**config.mk**
```make
export PLATFORM = sky130hd
export DESIGN_NAME = spr_dma_master
export DESIGN_NICKNAME = d
export VERILOG_FILES = /design/src/rtl/mem_pkg.sv /design/src/rtl/spr_dma_master.sv
export SDC_FILE = /design/constraint.sdc
export NUM_CORES = 1
export LEC_CHECK = 0
export BUFFER_PORTS_ARGS = -buffer_cell sky130_fd_sc_hd__buf_2
export CAP_MARGIN = 20
export CORE_ASPECT_RATIO = 0.9
export CORE_MARGIN = 5
export CORE_UTILIZATION = 25
export DETAILED_ROUTE_END_ITERATION = 12
export PLACE_DENSITY = 0.48
export SLEW_MARGIN = 10
export SYNTH_ARGS = -nofsm -noshare
export SYNTH_HDL_FRONTEND = slang
export SYNTH_SLANG_ARGS = --single-unit
```
**constraint.sdc**
```tcl
create_clock -name clk -period 1.91 [get_ports clk]
set_input_delay 0.382 -clock clk [delete_from_list [all_inputs] [get_ports clk]]
set_output_delay 0.382 -clock clk [all_outputs]
set_load 0.005 [all_outputs]
```
**src/rtl/mem_pkg.sv**
```systemverilog
// Memory-map constants and shared types for the CPU memory interface.
// Holds the sprite DMA trigger/destination addresses and the DMA FSM state type.
package mem_pkg;

    // CPU write to this address starts a sprite DMA; write data is the source page
    localparam logic [15:0] ADDR_SPR_RAM_DMA = 16'h4014;
    // OAM data port; every DMA byte is written here
    localparam logic [15:0] ADDR_OAM_DATA    = 16'h2004;

    typedef enum logic [2:0] {
        IDLE,
        HALT,
        ALIGN,
        RD,
        WR
    } spr_dma_state_t;

endpackage

```
**src/rtl/spr_dma_master.sv**
```systemverilog
// Sprite-RAM DMA engine. Snoops CPU writes to TRIG_ADDR, stalls the CPU and
// copies XFER_LEN bytes from page {data,00} to OAM_ADDR, one read/write pair per byte.
// Optional feature: define SPR_DMA_ALIGN_EN to insert one ALIGN cycle after HALT
// when the CPU cycle parity is odd; otherwise ALIGN is unreachable.
module spr_dma_master
    import mem_pkg::*;
#(
    parameter logic [15:0] TRIG_ADDR = ADDR_SPR_RAM_DMA,
    parameter logic [15:0] OAM_ADDR  = ADDR_OAM_DATA,
    parameter int          XFER_LEN  = 256
) (
    input  logic        clk,
    input  logic        rst,
    input  logic [15:0] cpu_addr,
    input  logic [7:0]  cpu_data,
    input  logic        cpu_wen,
    output logic        cpu_rdy,
    output logic        dma_own,
    output logic [15:0] dma_addr_out,
    output logic        dma_ren,
    output logic        dma_wen,
    output logic [7:0]  dma_data_out,
    input  logic [7:0]  dma_data_in,
    output logic        busy
);

    // idx counts 0..XFER_LEN-1; the last WR happens with idx at this value
    localparam logic [8:0] LAST_IDX = 9'(XFER_LEN - 1);

    spr_dma_state_t state, state_nxt;
    logic [7:0] page;
    logic [8:0] idx;
    logic       parity;
    logic [7:0] rd_buf;
    logic       trig;

    assign trig = cpu_wen && (cpu_addr == TRIG_ADDR);
    assign busy = ~cpu_rdy;

`ifndef SPR_DMA_ALIGN_EN
    // parity only steers the ALIGN decision; keep it referenced when that is compiled out
    logic unused_parity;
    assign unused_parity = parity;
`endif

    // Next-state and Moore output decode from the registered state
    always_comb begin
        state_nxt    = state;
        cpu_rdy      = 1'b1;
        dma_own      = 1'b0;
        dma_ren      = 1'b0;
        dma_wen      = 1'b0;
        dma_addr_out = 16'h0000;
        dma_data_out = 8'h00;
        case (state)
            IDLE: begin
                if (trig) state_nxt = HALT;
            end
            HALT: begin
                cpu_rdy = 1'b0;
                dma_own = 1'b1;
`ifdef SPR_DMA_ALIGN_EN
                state_nxt = parity ? ALIGN : RD;
`else
                state_nxt = RD;
`endif
            end
            ALIGN: begin
                cpu_rdy   = 1'b0;
                dma_own   = 1'b1;
                state_nxt = RD;
            end
            RD: begin
                cpu_rdy      = 1'b0;
                dma_own      = 1'b1;
                dma_ren      = 1'b1;
                // page byte is fixed; idx[7:0] wraps without carrying into it
                dma_addr_out = {page, idx[7:0]};
                state_nxt    = WR;
            end
            WR: begin
                cpu_rdy      = 1'b0;
                dma_own      = 1'b1;
                dma_wen      = 1'b1;
                dma_addr_out = OAM_ADDR;
                dma_data_out = rd_buf;
                state_nxt    = (idx == LAST_IDX) ? IDLE : RD;
            end
            default: state_nxt = IDLE;
        endcase
    end

    // State register, page latch, byte index, read buffer and CPU cycle parity
    always_ff @(posedge clk) begin
        if (rst) begin
            state  <= IDLE;
            page   <= 8'h00;
            idx    <= 9'd0;
            parity <= 1'b0;
            rd_buf <= 8'h00;
        end else begin
            parity <= ~parity;
            state  <= state_nxt;
            case (state)
                IDLE: if (trig) begin
                    page <= cpu_data;
                    idx  <= 9'd0;
                end
                RD:      rd_buf <= dma_data_in;
                WR:      idx    <= idx + 9'd1;
                default: ;
            endcase
        end
    end

endmodule
```
* Yosys cells after proc, flatten, opt, wreduce, memory -nomap -nowiden
Cells that the tools add are included.
** Operators by class
- Reductions and logical operators :: 7
- Muxes and demuxes :: 11
- Eq/ne operators :: 7
- Add/subtract/negate cells :: 1
** Operators with widths (number)
- case mux 16 bit (2 select lines) :: 1
- case mux 9 bit (2 select lines) :: 1
- equality test 16 x 15 -> 1 bit (second input constant) :: 1
- case mux 3 bit (4 select lines) :: 1
- adder 9 x 1 -> 9 bit (second input constant) :: 1
- equality test 9 x 8 -> 1 bit (second input constant) :: 1
- two-way mux 9 bit :: 1
- two-way mux 8 bit :: 1
- equality test 3 x 2 -> 1 bit (second input constant) :: 2
- two-way mux 1 bit :: 4
- AND reduction 2 bit :: 2
- OR reduction 4 bit :: 1
- equality test 3 x 1 -> 1 bit (second input constant) :: 1
- equality test 3 bit (second input constant) :: 1
- logical NOT 3 bit :: 1
- two-way mux 3 bit :: 1
- two-way mux 2 bit :: 1
- inequality test 2 bit (second input constant) :: 1
- nonzero test 2 bit :: 1
- OR reduction 2 bit :: 1
- logical AND 1 bit :: 1
** Storage, ports and cells
- Bits in registers :: 28
- Bits of input ports :: 35

* Longest topological paths before layout
Gate-level depths: netlist (run 1).
- Depth in word-level cells :: 4
- Mapped depth :: 9
- Mapped depth without buffers :: 9

* Least setup slack after synthesis (run 1)
Ideal clock, no wire load.
- Path kind :: input-to-reg
- Start point :: input port cpu_addr[6]
- End point :: register idx[8]
- Path buffers :: 1
- Path slack :: 0.227 ns
- Library setup time :: 0.128 ns
- Arrival time :: 1.555 ns
- Cell stages on the path :: 6
- Path through :: nor4_1 -> nand3_1 -> or4_1 -> buf_2 -> a31oi_1 -> nor2_1
** On the way
- Cells in the longest elaborated chain, start to end :: 4
** RTL lines
- start, declared :: RTL line spr_dma_master.sv:14 : input logic [15:0] cpu_addr,
- equality test 16 x 15 -> 1 bit :: RTL line spr_dma_master.sv:37 : assign trig = cpu_wen && (cpu_addr == TRIG_ADDR);
- logical AND 1 bit :: RTL line spr_dma_master.sv:37
- inequality test 2 bit (no line)
- AND reduction 2 bit (no line)
- end signal, assigned :: RTL line spr_dma_master.sv:110 : WR: idx <= idx + 9'd1;
- end, declared :: RTL line spr_dma_master.sv:32 : logic [8:0] idx;
No other way between the ends.
A chain may end at the register's enable or synchronous reset.

* Worst setup path after layout (run 1)
- Start point :: register state[2]
- End point :: output port dma_addr_out[3]
** On the way
- Cells in the longest elaborated chain, start to end :: 2
- Elaborated cells on any way between the ends :: 3
- Classes of those cells :: eq/ne: 2; mux: 1
** RTL lines
- start, declared :: RTL line spr_dma_master.sv:30 : spr_dma_state_t state, state_nxt;
- start signal, assigned :: RTL line spr_dma_master.sv:103 : state <= state_nxt;
- equality test 3 bit or equality test 3 x 2 -> 1 bit (tied branches) :: RTL line spr_dma_master.sv:55 : case (state)
- case mux 16 bit (2 select lines) * :: RTL line spr_dma_master.sv:55
- end, declared :: RTL line spr_dma_master.sv:19 : output logic [15:0] dma_addr_out,
Mark *: on every way between the ends. The rest lies on a longest branch, timed or not.

==> flow_summary.json, run 1 <==
{
  "synth-seq-cells": 28,
  "wl_per_cell_um": 12.15,
  "overflow": 0,
  "irDropWorstVdd_mv": 0.5018,
  "fill_cells": 596,
  "min_path_type": "in2reg",
  "rsz0062_at_grt": "no",
  "synthTopCellsByCount": "28 x dfxtp_1, 24 x nand2_1, 23 x nor2_1",
  "yosysSeqAreaShare_pct": 41.52,
  "timing_hold_violations_final": 0,
  "finClkSkew_ns": 0.001705,
  "finalNonFillerCells": 304,
  "gp_congestion": 0.8080,
  "grtUsageTotal_pct": 10.84,
  "syn_inst": 173,
  "drive_gt1_share_pct": 36.71,
  "placed_area_sq_mm": 0.001768,
  "crit_buf_inv": 3,
  "ant_nets": 0,
  "endpoint_kind": "primary output",
  "drt_iter0_markers": 72,
  "start_kind": "register",
  "drt_wl_total_um": 3694,
  "p_total_w": 0.001189,
  "dp.cells": 300,
  "core_sq_mm": 0.005255,
  "cts.path.max_buffers": 2,
  "synth-edff-count": 0,
  "grt_max_degree": 30,
  "period_needed_ns": 1.808,
  "synthesis.area_sq_mm": 0.001350,
  "cp_cell_sequence": "buf_4 > and2b_2 > nand2_2 > buf_6 > nor2_1 > buf_2",
  "ys_warn_count": 0,
  "status": "completed",
  "synth_top_area_cell": "dfxtp_1",
  "cpLargestDelayFamily": "buffers and inverters",
  "max_stage_delay_ns": 0.33,
  "rows": 25,
  "cts_sinks": 28,
  "dr.pass1.iters": 4,
  "clkLatencyLatePin_ns": 0.27,
  "synthDistinctLibCells": 32,
  "cts_tree": "built",
  "finalCritPeriodShare_pct": 94.67,
  "power_leakage_nw": 0.8686,
  "path_clk_slew_ns": 0.10,
  "post_cts_buffers": 0,
  "syn_area_per_cell_sq_um": 7.804,
  "path_max_fanout": 10,
  "crit_type": "reg2out",
  "timing.final.max_slew_violations": 0,
  "fmax_ghz": 0.5530,
  "drc": 0,
  "vias": 1347,
  "finalSetupTns_ns": 0,
  "syn_nets": 210,
  "numPortBuffers": 63,
  "root_buffer": "clkbuf_8",
  "start_util_pct": 25.69,
  "critPathRequiredTime_ns": 1.53,
  "power.density_mw_per_mm2": 638.0,
  "die_area_sq_mm": 0.006972,
  "async_flop_share_pct": 0,
  "antenna-diode-count": 0,
  "grt_pass1_vias": 1279,
  "fin_util_pct": 35.45,
  "htree_levels": 1,
  "synth_flop_cell": "dfxtp_1",
  "cts_hold_buf": 0,
  "die_h_um": 79.72,
  "io_pins": 64,
  "slew_headroom_pct": 63.38,
  "crit_slowest_cell": "dfxtp_2",
  "netlist_top_cells_area": "dfxtp_1 42%, nand2_1 6.7%, nor2_1 6.4%",
  "numCtsBuffers": 3,
  "grt_first_pass_wirelength_um": 6016,
  "rrSetupSlack_ns": 0.22,
  "tightest_slew_ns": 0.5493,
  "nets": 275,
  "stdcell_area_sq_mm": 0.001863,
  "die-width_um": 87.46,
  "arrival_ns": 1.43,
  "synth.most_common_cell": "dfxtp_1",
  "area_growth_pct": 38.00,
  "cap_violations": 0,
  "hpwlAfterDp_um": 2800,
  "vias_per_cell": 4.431,
  "synth_top_area_share_pct": 41.52,
  "antenna_found_initial": 0,
  "setup_viol": 0
}
-- placed cells by master, fill, tap and decap left out, drive strengths merged --
cell type,synthesis,layout
and2,8,8
nand2,25,25
or3,2,2
nand3,6,6
mux2i,8,8
and4,1,1
a311oi,1,1
o21ai,3,3
xnor2,2,2
buf,4,72
ha,2,2
inv,5,5
nand4,3,3
a221oi,1,1
nor4,3,3
clkbuf,8,3
a31oi,1,1
and2b,1,1
nor3b,1,1
and3,13,13
bufinv,0,1
nor3,2,2
nor4bb,1,1
dfxtp,28,28
a21oi,16,16
nand3b,1,1
nor2,23,23
or2,1,1
or4,1,1
nand2b,2,2
-- path summary, 6_finish.rpt --
kind | from | cells past startpoint | end
max | state[2] | 6 | dma_addr_out[3]
min | cpu_data[0] | 3 | page[0]
max reg2reg | state[2] | 5 | idx[7]
min reg2reg | rd_buf[0] | 2 | rd_buf[0]
-- state kept, by name (all words and copies together), names as in the netlist --
signal,count
page,8
state,3
rd_buf,8
idx,9
-- per-stage QoR --
stage / setup WS [ns] / hold slack, ns
after floorplan: 0.2270 / 0.4317
after global placement: -0.06532 / 0.4400
after detailed placement: -0.1094 / 0.4452
after CTS: 0.008185 / 0.3273
after global routing: 0.002335 / 0.3258
final: 0.1018 / 0.3382
-- tightest hold or removal path, stage by stage --
cell and delay (ns):
buf_2 0.07, mux2i_1 0.05, nor2_1 0.07
-- area by class of cell --
class / instances / area (sq um) / area share (%)
multi-input combinational: 128 / 730.7 / 39.22
clock inverter: 1 / 30.03 / 1.612
timing repair buffer: 72 / 394.1 / 21.16
tap: 67 / 83.83 / 4.500
clock buffer: 3 / 41.29 / 2.216
inverter: 5 / 21.27 / 1.142
sequential: 28 / 561.8 / 30.15
-- cell families after synthesis --
group	count (synthesis)	synth area share, %
simple gates	94	35.13
xor+xnor	2	1.298
fa+ha+maj	2	1.853
mux	8	5.932
compound gates	22	8.805
flops	28	41.52
buf+inv	17	5.468
-- where the power goes --
group | total, W | internal [W] | switching (W)
logic | 0.000126 | 0.0000593 | 0.0000670
registers | 0.000597 | 0.000590 | 0.00000707
clock network | 0.000466 | 0.000280 | 0.000185
total | 0.00119 | 0.000929 | 0.000259
-- timing repair --
| action | CTS | global route |
|---|---|---|
| pin swaps | 0 | 1 |
| gates resized for setup | 1 | 9 |
| endpoints found under the setup margin | 2 | 29 |
-- metal layers --
layer | GRT usage, % | part of all wire (%)
met5 | 0 | 0
met4 | 0.9202 | 0.32
met3 | 3.199 | 7.5
met2 | 17.09 | 44
met1 | 15.15 | 48
No activity file was read; power rests on OpenSTA's default activity.
==> run 2, diff against run 1 <==
==> config.mk (replaced) <==
export PLATFORM = sky130hd
export DESIGN_NAME = spr_dma_master
export DESIGN_NICKNAME = d
export VERILOG_FILES = /design/src/rtl/mem_pkg.sv /design/src/rtl/spr_dma_master.sv
export SDC_FILE = /design/constraint.sdc
export NUM_CORES = 1
export LEC_CHECK = 0
export BUFFER_PORTS_ARGS = -buffer_cell sky130_fd_sc_hd__buf_4
export CAP_MARGIN = 20
export CORE_MARGIN = 5
export CORE_UTILIZATION = 25
export DETAILED_ROUTE_END_ITERATION = 12
export PLACE_DENSITY = 0.48
export SYNTH_ARGS = -nofsm -noshare
export SYNTH_HDL_FRONTEND = slang
export SYNTH_SLANG_ARGS = --single-unit
==> run 2 against run 1 <==
Effect of this change:
- die area about the same
- worst setup slack got worse by 0.052 ns
- critical path depth decreased by 1
- global-route usage increased by 0.31 points
- routed wire length increased by 5.2%
- clock power decreased by 32%
- sequential power about the same
==> flow_summary.json, run 2 (synthesis gave the netlist of run 1 again) <==
{
  "grtUsageTotal_pct": 11.15,
  "power.density_mw_per_mm2": 536.9,
  "vias_per_cell": 4.436,
  "grt_use_met2_pct": 17.93,
  "antenna_found_initial": 0,
  "rows": 26,
  "io_pins": 64,
  "area_growth_pct": 47.08,
  "fin_hold_ws_ns": 0.3439,
  "worstReg2RegEnd": "idx[2]",
  "crit_type": "reg2out",
  "hpwlAfterDp_um": 2850,
  "drt_wl_total_um": 3885,
  "cts_sinks": 28,
  "fill_cells": 553,
  "irDropWorstVdd_mv": 0.2506,
  "top_regs": "idx: 9 flops, page: 8 flops, rd_buf: 8 flops",
  "stdcell_area_sq_mm": 0.001986,
  "fmax_ghz": 0.5376,
  "overflow": 0,
  "rsz0062_at_grt": "yes",
  "layout_commonest_cell": "buf_4",
  "die_h_um": 83.49,
  "min_path_type": "in2reg",
  "start_kind": "register",
  "power_leakage_nw": 0.8864,
  "grt_use_met1_pct": 14.02,
  "finClkSkew_ns": 0.002535,
  "cts_tree": "built",
  "clkLatencyLatePin_ns": 0.27,
  "gp_congestion": 0.7410,
  "critPathRequiredTime_ns": 1.53,
  "endpoint_kind": "primary output",
  "grt_pass1_vias": 1363,
  "numPortBuffers": 63,
  "vias": 1362,
  "nets": 276,
  "start_util_pct": 26.10,
  "grt_first_pass_wirelength_um": 6527,
  "r2r_cells": 5,
  "largest_reg_flops": 9,
  "post_cts_resize_count": 1,
  "setup_viol": 0,
  "ant_nets": 0,
  "die_area_sq_mm": 0.006970,
  "drc": 0,
  "path_clk_slew_ns": 0.09,
  "rrSetupSlack_ns": 0.23,
  "placed_area_sq_mm": 0.001937,
  "core_sq_mm": 0.005172,
  "crit_path_end": "dma_addr_out[15]",
  "grt_busiest_layer": "met2",
  "grt_max_degree": 30,
  "arrival_ns": 1.48,
  "met3_usage_pct": 4.442,
  "r2r-start": "state[2]",
  "layout_common_cells": "73 x buf_4, 27 x dfxtp_1, 24 x nand2_1, 22 x nor2_1, 16 x a21oi_1",
  "dr.pass1.iters": 4,
  "finalSetupTns_ns": 0,
  "regMostFlops": "idx",
  "finalCritPeriodShare_pct": 97.38,
  "htree_levels": 1,
  "period_needed_ns": 1.860,
  "status": "completed",
  "post_cts_buffers": 0,
  "path_max_fanout": 14,
  "timing_hold_violations_final": 0,
  "die-width_um": 83.49,
  "numCtsBuffers": 3,
  "slew_headroom_pct": 79.03,
  "root_buffer": "clkbuf_8",
  "cts.path.max_buffers": 2,
  "cap_violations": 0,
  "startpoint": "state[2]",
  "drive_gt1_share_pct": 35.86,
  "cts_hold_buf": 0,
  "antenna-diode-count": 0,
  "timing.final.max_slew_violations": 0,
  "tightest_slew_ns": 0.3146,
  "drt_iter0_markers": 58,
  "wl_per_cell_um": 12.65
}
## run 2: changes by cell type in the layout (fill, tap and decap cells not counted), sizes merged
| cell | before | now |
|---|---|---|
| bufinv | 1 | 0 |
| buf | 72 | 73 |
## run 2: where the power goes
group	total, W	switching [W]	internal (W)
logic	0.000155	0.0000704	0.0000845
registers	0.000596	0.00000699	0.000590
clock network	0.000315	0.000173	0.000141
## run 2: worst max-delay path: stages, from the launching register on
cell and delay, ns:
dfxtp_2 0.34, buf_4 0.13, and2b_2 0.23, buf_4 0.19, and3_1 0.20, buf_4 0.13
## run 2: worst min path at each step
| stage | cells past startpoint | to | start |
|---|---|---|---|
| final | 3 | page[5] | cpu_data[5] |
| after global routing | 3 | rd_buf[5] | dma_data_in[5] |
| after CTS | 3 | page[5] | cpu_data[5] |
| after global placement | 2 | rd_buf[5] | rd_buf[5] |
| after floorplan | 2 | rd_buf[0] | rd_buf[0] |
| after detailed placement | 2 | rd_buf[7] | rd_buf[7] |
## run 2: final cells by class
class	count	area, sq um	share of cell area, %
Clock buffer	3	41.29	2.079
Inverter	5	18.77	0.9452
Multi-Input combinational cell	128	728.2	36.67
Sequential cell	28	561.8	28.29
Tap cell	70	87.58	4.411
Timing Repair Buffer	73	548.0	27.60
## run 2: layer usage
layer	part of all wire [%]	vias to the layer above	wire [um]
met3	7.7	2	300
met4	0.39	0	15
met5	0	-	0
met2	46	36	1771
met1	46	612	1798
li1	-	712	-
## run 2: stage by stage
stage          cells  util (%)  power (W)  worst slack (ns)
4_1_cts          307     38.29   0.001093        0.00007427
6_report         307     38.39   0.001066           0.04996
2_1_floorplan    173         -  0.0006719            0.2270
5_1_grt          307     38.39   0.001118          -0.02679
3_5_place_dp     304     37.45  0.0007652          -0.05484
3_3_place_gp     304     37.45  0.0007649          -0.06006
